<file path="config.mk">
export PLATFORM = sky130hd
export DESIGN_NAME = fixed_mac_accum
export DESIGN_NICKNAME = d
export VERILOG_FILES = /design/src/rtl/lstm_fixed_pkg.sv /design/src/rtl/fixed_sat_pack.sv /design/src/rtl/fixed_mac_accum.sv
export SDC_FILE = /design/constraint.sdc
export NUM_CORES = 1
export LEC_CHECK = 0
export CAP_MARGIN = 20
export CORE_AREA = 2 2 92 94
export CTS_CLUSTER_DIAMETER = 120
export CTS_CLUSTER_SIZE = 12
export DETAILED_ROUTE_END_ITERATION = 16
export DIE_AREA = 0 0 94 96
export GPL_TIMING_DRIVEN = 0
export PLACE_DENSITY = 0.66
export SYNTH_ARGS = -nofsm -noshare
export SYNTH_HDL_FRONTEND = slang
export SYNTH_HIERARCHICAL = 1
export SYNTH_SLANG_ARGS = --single-unit
export TNS_END_PERCENT = 20
</file>
<file path="constraint.sdc">
create_clock -name clk -period 8.5 [get_ports clk]
set_input_delay 1.7 -clock clk [delete_from_list [all_inputs] [get_ports clk]]
set_output_delay 1.7 -clock clk [all_outputs]
set_load 0.005 [all_outputs]
</file>
<file path="src/rtl/lstm_fixed_pkg.sv">
// rtl/lstm_fixed_pkg.sv - shared sign-magnitude fixed-point types and helpers for the LSTM datapath
package lstm_fixed_pkg;

   localparam int WIDTH     = 12;
   localparam int FRAC_BITS = 6;
   localparam int MAX_MAG   = (1 << (WIDTH - 1)) - 1;

   typedef enum logic [1:0] {IDLE, ACCUM, DONE} state_t;

   // Negative zero maps to 0 because -0 == 0; result is sign-extended from bit acc_w-1.
   function automatic logic signed [63:0] sm_to_tc(input logic [WIDTH-1:0] word, input int acc_w);
      logic signed [63:0] mag;
      logic signed [63:0] res;
      mag = 64'(word[WIDTH-2:0]);
      res = word[WIDTH-1] ? -mag : mag;
      res = (res <<< (64 - acc_w)) >>> (64 - acc_w);
      return res;
   endfunction

endpackage

</file>
<file path="src/rtl/fixed_sat_pack.sv">
// rtl/fixed_sat_pack.sv - two's-complement to saturated sign-magnitude packer
module fixed_sat_pack #(
   parameter int WIDTH = 12,
   parameter int ACC_W = 18
) (
   input  logic signed [ACC_W-1:0] acc,
   output logic [WIDTH-1:0]        word,
   output logic                    sat
);

   localparam logic [ACC_W-1:0] MAX_MAG = ACC_W'((1 << (WIDTH - 1)) - 1);

   logic             neg;
   logic [ACC_W-1:0] mag;

   // A zero input has neg=0, so the packed word never carries a negative zero.
   always_comb begin
      neg = acc[ACC_W-1];
      mag = neg ? -acc : acc;
      sat = (mag > MAX_MAG);
      if (sat) begin
         word = {neg, {(WIDTH - 1){1'b1}}};
      end else begin
         word = {neg, mag[WIDTH-2:0]};
      end
   end

endmodule

</file>
<file path="src/rtl/fixed_mac_accum.sv">
// rtl/fixed_mac_accum.sv - bias-seeded dot-product accumulator with saturated sign-magnitude output
module fixed_mac_accum
   import lstm_fixed_pkg::*;
#(
   parameter int WIDTH   = 12,
   parameter int VEC_LEN = 16,
   parameter int GUARD   = 6
) (
   input  logic             clk,
   input  logic             rst_n,
   input  logic             start,
   input  logic [WIDTH-1:0] bias,
   input  logic             in_valid,
   output logic             in_ready,
   input  logic [WIDTH-1:0] in_prod,
   input  logic             in_ovf,
   output logic             out_valid,
   input  logic             out_ready,
   output logic [WIDTH-1:0] out_data,
   output logic             out_ovf,
   output logic             busy
);

   localparam int ACC_W = WIDTH + GUARD;
   localparam int CNT_W = (VEC_LEN > 1) ? $clog2(VEC_LEN) : 1;

   state_t                  state, state_nxt;
   logic signed [ACC_W-1:0] acc;
   logic signed [ACC_W-1:0] prod_tc;
   logic signed [ACC_W-1:0] bias_tc;
   logic signed [ACC_W-1:0] sum;
   logic [CNT_W-1:0]        cnt;
   logic                    ovf;
   logic                    fire;
   logic                    last;
   logic [WIDTH-1:0]        sat_word;
   logic                    sat_flag;

   assign prod_tc = ACC_W'(sm_to_tc(in_prod, ACC_W));
   assign bias_tc = ACC_W'(sm_to_tc(bias, ACC_W));
   assign sum     = acc + prod_tc;
   assign fire    = in_valid && in_ready;
   assign last    = (cnt == CNT_W'(VEC_LEN - 1));

   fixed_sat_pack #(.WIDTH(WIDTH), .ACC_W(ACC_W)) u_sat_pack (
      .acc  (sum),
      .word (sat_word),
      .sat  (sat_flag)
   );

   always_ff @(posedge clk or negedge rst_n) begin
      if (!rst_n) begin
         state <= IDLE;
      end else begin
         state <= state_nxt;
      end
   end

   always_comb begin
      state_nxt = state;
      case (state)
         IDLE:    if (start) state_nxt = ACCUM;
         ACCUM:   if (fire && last) state_nxt = DONE;
         DONE:    if (out_ready) state_nxt = IDLE;
         default: state_nxt = IDLE;
      endcase
   end

   always_comb begin
      in_ready  = (state == ACCUM);
      out_valid = (state == DONE);
      busy      = (state == ACCUM) || (state == DONE);
   end

   // The final beat is packed straight from acc+prod so out_valid follows with one cycle of latency.
   always_ff @(posedge clk or negedge rst_n) begin
      if (!rst_n) begin
         acc      <= '0;
         cnt      <= '0;
         ovf      <= 1'b0;
         out_data <= '0;
         out_ovf  <= 1'b0;
      end else begin
         if (state == IDLE && start) begin
            acc <= bias_tc;
            cnt <= '0;
            ovf <= 1'b0;
         end else if (fire) begin
            acc <= sum;
            cnt <= cnt + CNT_W'(1);
            ovf <= ovf | in_ovf;
            if (last) begin
               out_data <= sat_word;
               out_ovf  <= ovf | in_ovf | sat_flag;
            end
         end
      end
   end

endmodule

</file>
# Yosys cells after proc, flatten, opt, wreduce, memory -nomap -nowiden
# Index checks and enable logic that the tools add are counted.
# totals
wordCells	43
reg_bits	38
input_bits	30
output_inout_bits	16
# op_classes
reduce_logical	8
n_mux	14
bitwise	3
n_eq_ne	6
n_lt_le_gt_ge	1
addsub	5
# ops
op	n
18-bit 2-to-1 mux	5
11-bit negation with 18-bit output	2
18-bit adder	1
18-bit by 11-bit greater-than comparator with 1-bit output, second input constant	1
18-bit negation	1
11-bit 2-to-1 mux	1
4-bit 2-to-1 mux	2
2-bit 2-to-1 mux	3
2-bit one-hot mux with 3 select lines	1
3-bit AND reduction	2
4-bit by 1-bit adder with 4-bit output, second input constant	1
4-bit equality test, second input constant	1
2-bit by 1-bit inequality test with 1-bit output, second input constant	2
1-bit logical AND	3
2-bit by 1-bit equality test with 1-bit output, second input constant	1
2-bit equality test, second input constant	1
2-bit logical NOT	1
1-bit 2-to-1 mux	2
2-bit inequality test, second input constant	1
1-bit OR	2
2-bit nonzero test	1
1-bit logical OR	1
1-bit NOT	1

# Depth between registers and ports, before layout
# Gate-level depths: netlist of run 1.
# depth
ltp_word	7
mapped_depth	21
depth_no_buf	20

# Cells and area by module
# Netlist of run 1, hierarchy kept.
# modules_own_cells
module	n_inst	seq_area_each_um2	area_each_um2	cells_each
fixed_mac_accum	1	950.9	3009.1	350
fixed_sat_pack	1	0.0	513.0	72

# Least setup slack after synthesis of run 1
# No wires, ideal clock.
# synth_timing
path_kind	in2reg
start	in in_prod[9]
end	reg out_data[2]
arrival_ns	5.480
path_buffers	1
cell_stages	18
required_time_ns	8.375
setup_ns	0.125
slack_ns	2.895
path_cell_list	or4_4 > or2_2 > nand2_1 > xnor2_1 > ha_1 > a21oi_1 > o21a_1 > o21ai_0 > nand3_1 > nand3_1 > xor2_1 > or4_1 > or3_1 > o21a_1 > o31ai_2 > buf_6 > nand3_1 > mux2_2
# synth_via
elab_chain_len	7
# synth_lines
element	line_no	rtl
from (decl)	fixed_mac_accum.sv:15	input logic [WIDTH-1:0] in_prod,
11-bit negation with 18-bit output	lstm_fixed_pkg.sv:15	res = word[WIDTH-1] ? -mag : mag;
18-bit 2-to-1 mux *	lstm_fixed_pkg.sv:15	
18-bit adder *	fixed_mac_accum.sv:41	assign sum = acc + prod_tc;
net sum[15]	fixed_mac_accum.sv:31	logic signed [ACC_W-1:0] sum;
18-bit negation	fixed_sat_pack.sv:19	mag = neg ? -acc : acc;
18-bit 2-to-1 mux *	fixed_sat_pack.sv:19	
18-bit by 11-bit greater-than comparator with 1-bit output *	fixed_sat_pack.sv:20	sat = (mag > MAX_MAG);
11-bit 2-to-1 mux *	fixed_sat_pack.sv:21	if (sat) begin
net sat_word[2]	fixed_mac_accum.sv:36	logic [WIDTH-1:0] sat_word;
to (signal assigned)	fixed_mac_accum.sv:93	out_data <= sat_word;
to (decl)	fixed_mac_accum.sv:19	output logic [WIDTH-1:0] out_data,
# Mark *: on every way through the listed nets, which the timed path passes. The rest lies on a longest branch.
# A chain may end at the register's enable or synchronous reset.

# Final worst setup path of run 1
# layout_timing
start	in in_prod[3]
end	reg out_data[7]
# Same word-level chain as after synthesis.

==> run_results.csv, run 1 <==
group,metric,value,unit
route,drt-total-wl,9.22,mm
timing,setup_viol,0,
synth,synth.net_count,478,
hold_path,hold_depth,2,
synth,synth_top_area_share,27.0,%
route,avgRoutedWirePerCell,16.0,um
global_routing,grt_overflow_total,0,
global_routing,grt_pass1_vias,3131,
cells_and_area,drive_gt1_share,8.88,%
cells_and_area,design_area,4170,um2
cells_and_area,area_delta_synth_final,18.5,%
hold_path,holdCritPathClass,"flop to flop",
clocking,post_cts_buffers,0,
timing,tightestPinTransition,0.854,ns
timing,whs,0.511,ns
placement,io_buffer_count,43,
timing,finalCritPeriodShare,78.2,%
pwr,powerDensity,374,nW/um2
synth,yosys-top-cells-area,"dfrtp_1, ha_1, xnor2_1",
synth,netlist_instances,422,
hold_path,hold_end,"ovf$_DFFE_PN0P_",
worst_setup_path,slowest_stage,"or4_1",
clocking,clk-insertion-delay-late,0.29,ns
route,dr.pass1.iters,4,
worst_setup_path,rr_startpoint,"acc[0]$_DFFE_PN0P_",
global_routing,grt_max_degree,39,
global_routing,grt.total_usage,21.7,%
worst_setup_path,critPathLaunchType,"input port",
worst_setup_path,crit_chain,"clkdlybuf4s50_1 -> nor4_1 -> nand2_1 -> o21ai_0 -> xnor2_1 -> ha_1 -> a21oi_1 -> nor2b_1 -> a221oi_1 -> nand2_1 -> o21ai_0 -> xor2_1 -> or4_1 -> nor4_2 -> o311ai_1 -> nor4_2 -> buf_4 -> nand3_1 -> mux2_2",
cells_and_area,register_area,951,um2
worst_setup_path,cp_max_fo,10,
placement,hpwl,7.32,mm
timing,period_needed,6.65,ns
synth,synth_seq_area_share,27.0,%
timing,slew_violations,0,
flow_run,maxCapViolCount,0,
clocking,htreeDepth,2,
timing,max_freq,150,MHz
clocking,cts_max_path_buffers,2,
outcome,status,"finished clean",
route,vias_per_cell,5.74,
timing,hold_viol,0,
synth,synth_ff_type,"dfrtp_1",
floorplan,rows,33,
clocking,clkTransAtPathRegs,0.08,ns
worst_setup_path,path_class,"input port to flop",
worst_setup_path,crit_buf_inv,2,
cells_and_area,final_cell_mix,"nand2_1, clkdlybuf4s50_1, dfrtp_1, nor2_1, xnor2_1",
clocking,cts-root-buf,"clkbuf_8",
clocking,cts_resized,0,
pwr,power,1.56,mW
clocking,numCtsBuffers,5,
worst_setup_path,rrSetupSlack,4.23,ns
pwr,leakage,1.75,nW
route,vias,3319,
clocking,cts_hold_buf,0,
global_routing,grt_pass1_wl,15.3,mm
route,antenna_left,0,
cells_and_area,multi_input_area,2430,um2
floorplan,fp.dieW,94,um
synth,yosys.area.top_type,"dfrtp_1",
worst_setup_path,path_delay_family,"simple AND/OR/NAND/NOR gates",
placement,dp_cells,570,
timing,rsz0062_at_grt,"false",
route,drt-initial-drc-count,150,
floorplan,die_area,9020,um2
floorplan,coreArea,8050,um2
floorplan,die_y,96,um
synth,synthArstFlopShare,100,%
synth,ys_seq_elements,38,
worst_setup_path,worst_setup_path_end_kind,"flop",
placement,gp_congestion,0.931,
synth,yosysWarnings,6,
synth,syn_avg_cell_area,8.35,um2
hold_path,hold_start,"ovf$_DFFE_PN0P_",
cells_and_area,mostFrequentLayoutCell,"nand2_1",
synth,synth-edff-count,0,
clocking,clock-sinks,38,
cells_and_area,layout.nets,528,
timing,fin_setup_tns,0,ns
cells_and_area,num-fill-cells,788,
synth,ys_types,64,
floorplan,start_util,43.7,%
worst_setup_path,worst-r2r-cell-count,14,
route,route.detailed.drc,0,
pwr,max-vdd-ir-drop,0.161,mV
floorplan,ios,46,
worst_setup_path,arrival,6.82,ns
placement,dpl_cell_area,4080,um2
synth,synthesis.area,3520,um2
worst_setup_path,r2r_end,"out_data[7]$_DFFE_PN0P_",
worst_setup_path,cp.required,8.67,ns
clocking,cts_tree,"built",
timing,maxSlewHeadroom,42.6,%
cells_and_area,finalNonFillerCells,578,
worst_setup_path,critical_path.max_stage_delay,0.60,ns
global_routing,antenna_found_initial,0,
timing,fin_skew,0.00459,ns
cells_and_area,diodes,0,
-- worst max-delay path by stage --
stage                from                      end  depth (start not counted)
5_1_grt        in_prod[3]  out_data[7]$_DFFE_PN0P_                         19
2_1_floorplan  in_prod[9]  out_data[2]$_DFFE_PN0P_                         18
3_3_place_gp   in_prod[6]      out_ovf$_DFFE_PN0P_                         18
4_1_cts        in_prod[3]  out_data[7]$_DFFE_PN0P_                         19
6_report       in_prod[3]  out_data[7]$_DFFE_PN0P_                         19
3_5_place_dp   in_prod[3]  out_data[7]$_DFFE_PN0P_                         19
-- state kept, by name (all words and copies together) (netlist names) --
name      flops
acc          18
out_data     12
cnt           4
state         2
out_ovf       1
ovf           1
-- worst register-to-register path, delay by kind of cell (launching register included) --
| kind | cells | cell delay, ns |
|---|---|---|
| compound gates | 4 | 0.67 |
| xor+xnor | 1 | 0.33 |
| fa+ha+maj | 2 | 0.62 |
| buf+inv | 1 | 0.26 |
| flops | 1 | 0.41 |
| mux | 1 | 0.27 |
| simple gates | 5 | 1.58 |
-- per-stage QoR --
stage               setup WS (ns)  util [%]
global route                 1.48      51.8
finish                       1.85      51.8
floorplan                    2.89         -
global placement             1.77      50.7
CTS                          1.97      51.8
detailed placement           1.68      50.7
-- power breakdown --
part	internal, mW	switching, mW
sequential	0.235	0.0469
clock	0.0652	0.0653
combinational	0.431	0.716
total	0.731	0.829
-- kinds of logic (layout without fill, tap and decap cells) --
| family | count (synthesis) | count (layout) | synth area share [%] |
|---|---|---|---|
| XOR/XNOR | 46 | 46 | 11.4 |
| buffers and inverters | 31 | 82 | 3.87 |
| AO/OA/AOI/OAI | 110 | 110 | 21.9 |
| adder cells (fa/ha/maj) | 26 | 26 | 9.45 |
| multiplexers | 14 | 14 | 4.41 |
| AND/OR/NAND/NOR | 157 | 157 | 21.9 |
| flip-flops | 38 | 38 | 27.0 |
-- layer usage --
layer	part of all wire, %	track usage (%)	vias to the layer above
li1	-	-	1642
met1	50	30.9	1566
met2	43	34.6	102
met3	4.9	3.13	9
met4	1.1	5.92	0
met5	0	0	-
-- layout make-up --
type / instances / area share (%)
Inverter: 14 / 1.26
Clock buffer: 6 / 1.98
Tap cell: 105 / 3.15
Sequential cell: 38 / 22.8
Clock inverter: 2 / 0.300
Multi-Input combinational cell: 353 / 58.3
Buffer: 17 / 2.01
Timing Repair Buffer: 43 / 10.2
-- synthesized netlist by cell type, types with 3 or more instances --
library cell	n
a31oi_1	9
or3_1	3
nand2_1	57
nor2_1	33
nor2b_1	5
buf_2	4
o21a_1	7
dfrtp_1	38
mux2_2	12
a22oi_1	3
ha_1	25
o31ai_1	8
a21oi_1	23
o21ai_0	19
nor3_1	9
nand3_1	17
nor4_1	4
or4_1	4
nand4_1	5
clkbuf_1	8
inv_1	14
a21o_1	7
o41ai_1	3
o211a_1	3
and3_1	4
xor2_1	18
xnor2_1	28
No activity file was read; power rests on OpenSTA's default activity.
==> inputs of run 2 (changes only) <==
Clock period 8.5 ns to 6.2 ns, I/O delays scaled along.
==> run 2 against run 1 <==
Compared with the run above:
- combinational power rose by 41%
- register-to-register slack worse by 2.4 ns
- die area did not move
- flip-flop and latch count did not move
- count of clock-buffer cells in the layout unchanged
- sequential share of layout area is 0.26 points lower
- final area increased by 1.1%
- via count is essentially flat
- clock power is 37% higher
- clock skew is 0.00083 ns higher
- sequential power grew 38%
- worst hold slack worse by 0.0014 ns
- critical endpoint unchanged
==> run_results.csv, run 2 (synthesized netlist as in run 1, its figures left out) <==
group,metric,value,unit
pwr,leakage,1.77,nW
route,dr.pass1.iters,5,
global_routing,grt.total_usage,21.7,%
pwr,powerDensity,518,nW/um2
route,drt-total-wl,9.23,mm
global_routing,antenna_found_initial,0,
clocking,cts_max_path_buffers,2,
global_routing,grt_pass1_wl,15.3,mm
worst_setup_path,worst-r2r-cell-count,14,
pwr,combPwrFrac,74.1,%
timing,hold_viol,0,
flow_run,maxCapViolCount,0,
timing,finalCritPeriodShare,96.3,%
clocking,htreeDepth,2,
pwr,p_sw_share,52.6,%
route,antenna_left,0,
worst_setup_path,crit_path_start,"in_prod[6]",
timing,worst_slack,0.227,ns
timing,maxSlewHeadroom,43.5,%
clocking,clkTransAtPathRegs,0.08,ns
placement,gp_congestion,0.931,
pwr,max-vdd-ir-drop,0.215,mV
route,vias,3318,
floorplan,fp.dieW,94,um
placement,dp_cells,570,
floorplan,start_util,43.7,%
floorplan,rows,33,
cells_and_area,num-fill-cells,783,
global_routing,grt_overflow_total,0,
worst_setup_path,critPathLaunchType,"input port",
cells_and_area,final_cell_mix,"nand2_1, clkdlybuf4s50_1, dfrtp_1, nor2_1, xnor2_1",
placement,hpwl,7.32,mm
timing,slew_violations,0,
timing,setup_viol,0,
cells_and_area,largest_register,"acc",
floorplan,die_area,9020,um2
pwr,pwr-share-clk,8.2,%
clocking,cts_hold_buf,0,
pwr,intPower,1.04,mW
worst_setup_path,cp.required,6.37,ns
timing,tightestPinTransition,0.847,ns
hold_path,hold_start,"ovf$_DFFE_PN0P_",
cells_and_area,mostFrequentLayoutCell,"nand2_1",
hold_path,holdCritPathClass,"flop to flop",
cells_and_area,layout.nets,531,
cells_and_area,finalNonFillerCells,581,
pwr,seqPwrFrac,17.7,%
timing,period_needed,5.97,ns
cells_and_area,largest_reg_flops,18,
route,vias_per_cell,5.71,
placement,pre_cts_slack,-0.156,ns
route,route.detailed.drc,0,
outcome,status,"finished clean",
hold_path,hold_depth,2,
route,avgRoutedWirePerCell,15.9,um
timing,fin_skew,0.00541,ns
clocking,clock-sinks,38,
floorplan,ios,46,
clocking,cts_tree,"built",
worst_setup_path,path_class,"input port to flop",
route,drt-initial-drc-count,159,
floorplan,die_y,96,um
clocking,clk-insertion-delay-late,0.29,ns
clocking,numCtsBuffers,5,
cells_and_area,largest_registers,"acc: 18 flops, out_data: 12 flops, cnt: 4 flops",
timing,whs,0.510,ns
cells_and_area,diodes,0,
cells_and_area,drive_gt1_share,10.5,%
timing,max_freq,167,MHz
placement,io_buffer_count,43,
global_routing,grt_pass1_vias,3131,
floorplan,coreArea,8050,um2
global_routing,grt_max_degree,39,
worst_setup_path,worst_setup_path_end_kind,"flop",
worst_setup_path,rr_startpoint,"acc[0]$_DFFE_PN0P_",
pwr,switchingPower,1.15,mW
cells_and_area,area_delta_synth_final,19.9,%
worst_setup_path,arrival,6.15,ns
worst_setup_path,cp_max_fo,10,
clocking,cts-root-buf,"clkbuf_8",
## run 2: changes by cell type in the layout (fill, tap and decap cells not counted), sizes merged
| cell | previous run | this run |
|---|---|---|
| buf | 10 | 13 |
## run 2: worst max-delay path, cell delays in order
cell and delay (ns):
clkdlybuf4s50_1 0.49, or4_4 0.57, or2_2 0.32, o21a_1 0.18
ha_1 0.36, a21oi_1 0.40, o21ai_0 0.16, nand3_1 0.11
nand3_1 0.15, xor2_1 0.22, or4_1 0.46, nor4_2 0.33
o311ai_1 0.14, nor4_2 0.39, buf_4 0.26, nand3_1 0.08
mux2_2 0.27
## run 2: area by class of cell
class | count | area, um2 | share of cell area [%]
buffer | 17 | 85.1 | 2.02
timing repair buffer | 46 | 448 | 10.6
sequential | 38 | 951 | 22.5
clock buffer | 6 | 82.6 | 1.96
tap | 105 | 131 | 3.11
inverter | 14 | 52.6 | 1.24
clock inverter | 2 | 12.5 | 0.296
multi-input combinational | 353 | 2460 | 58.2
## run 2: stage by stage
step	setup TNS (ns)	power, mW	util (%)	instance area (um2)
3_3_place_gp	-0.570	1.93	50.7	4080
2_1_floorplan	0	1.55	-	3520
4_1_cts	0	2.13	51.8	4170
6_report	0	2.19	52.4	4220
5_1_grt	-0.0414	2.39	52.4	4220
3_5_place_dp	-1.43	1.94	50.7	4080
## run 2: power by group through the flow
stage               clock network [mW]  registers, mW  logic (mW)
floorplan                            0          0.363        1.19
global placement                     0          0.391        1.54
detailed placement                   0          0.389        1.55
CTS                              0.185          0.385        1.55
global route                     0.199          0.396        1.80
finish                           0.179          0.388        1.62
## run 2: worst paths after layout
path / endpoint / slack [ns]
worst min-delay path: ovf$_DFFE_PN0P_ / 0.51
max in group asynchronous: acc[15]$_DFFE_PN0P_ / 4.61
worst max-delay path: out_data[7]$_DFFE_PN0P_ / 0.23
worst min register to register: ovf$_DFFE_PN0P_ / 0.51
min in group asynchronous: out_data[9]$_DFFE_PN0P_ / 1.05
worst max register to register: out_data[7]$_DFFE_PN0P_ / 1.88
## run 2: metal layers
layer	vias to the layer above	global-route usage (%)	wire length, um
met5	-	0	0
met4	0	5.92	106
met3	11	3.13	523
met2	101	34.6	4030
met1	1559	30.9	4570
li1	1647	-	-
## run 2: what timing repair did
item | 4_1_cts | 5_1_grt
setup buffers | 0 | 3
resized for setup | 0 | 7
setup endpoints to repair | 0 | 12
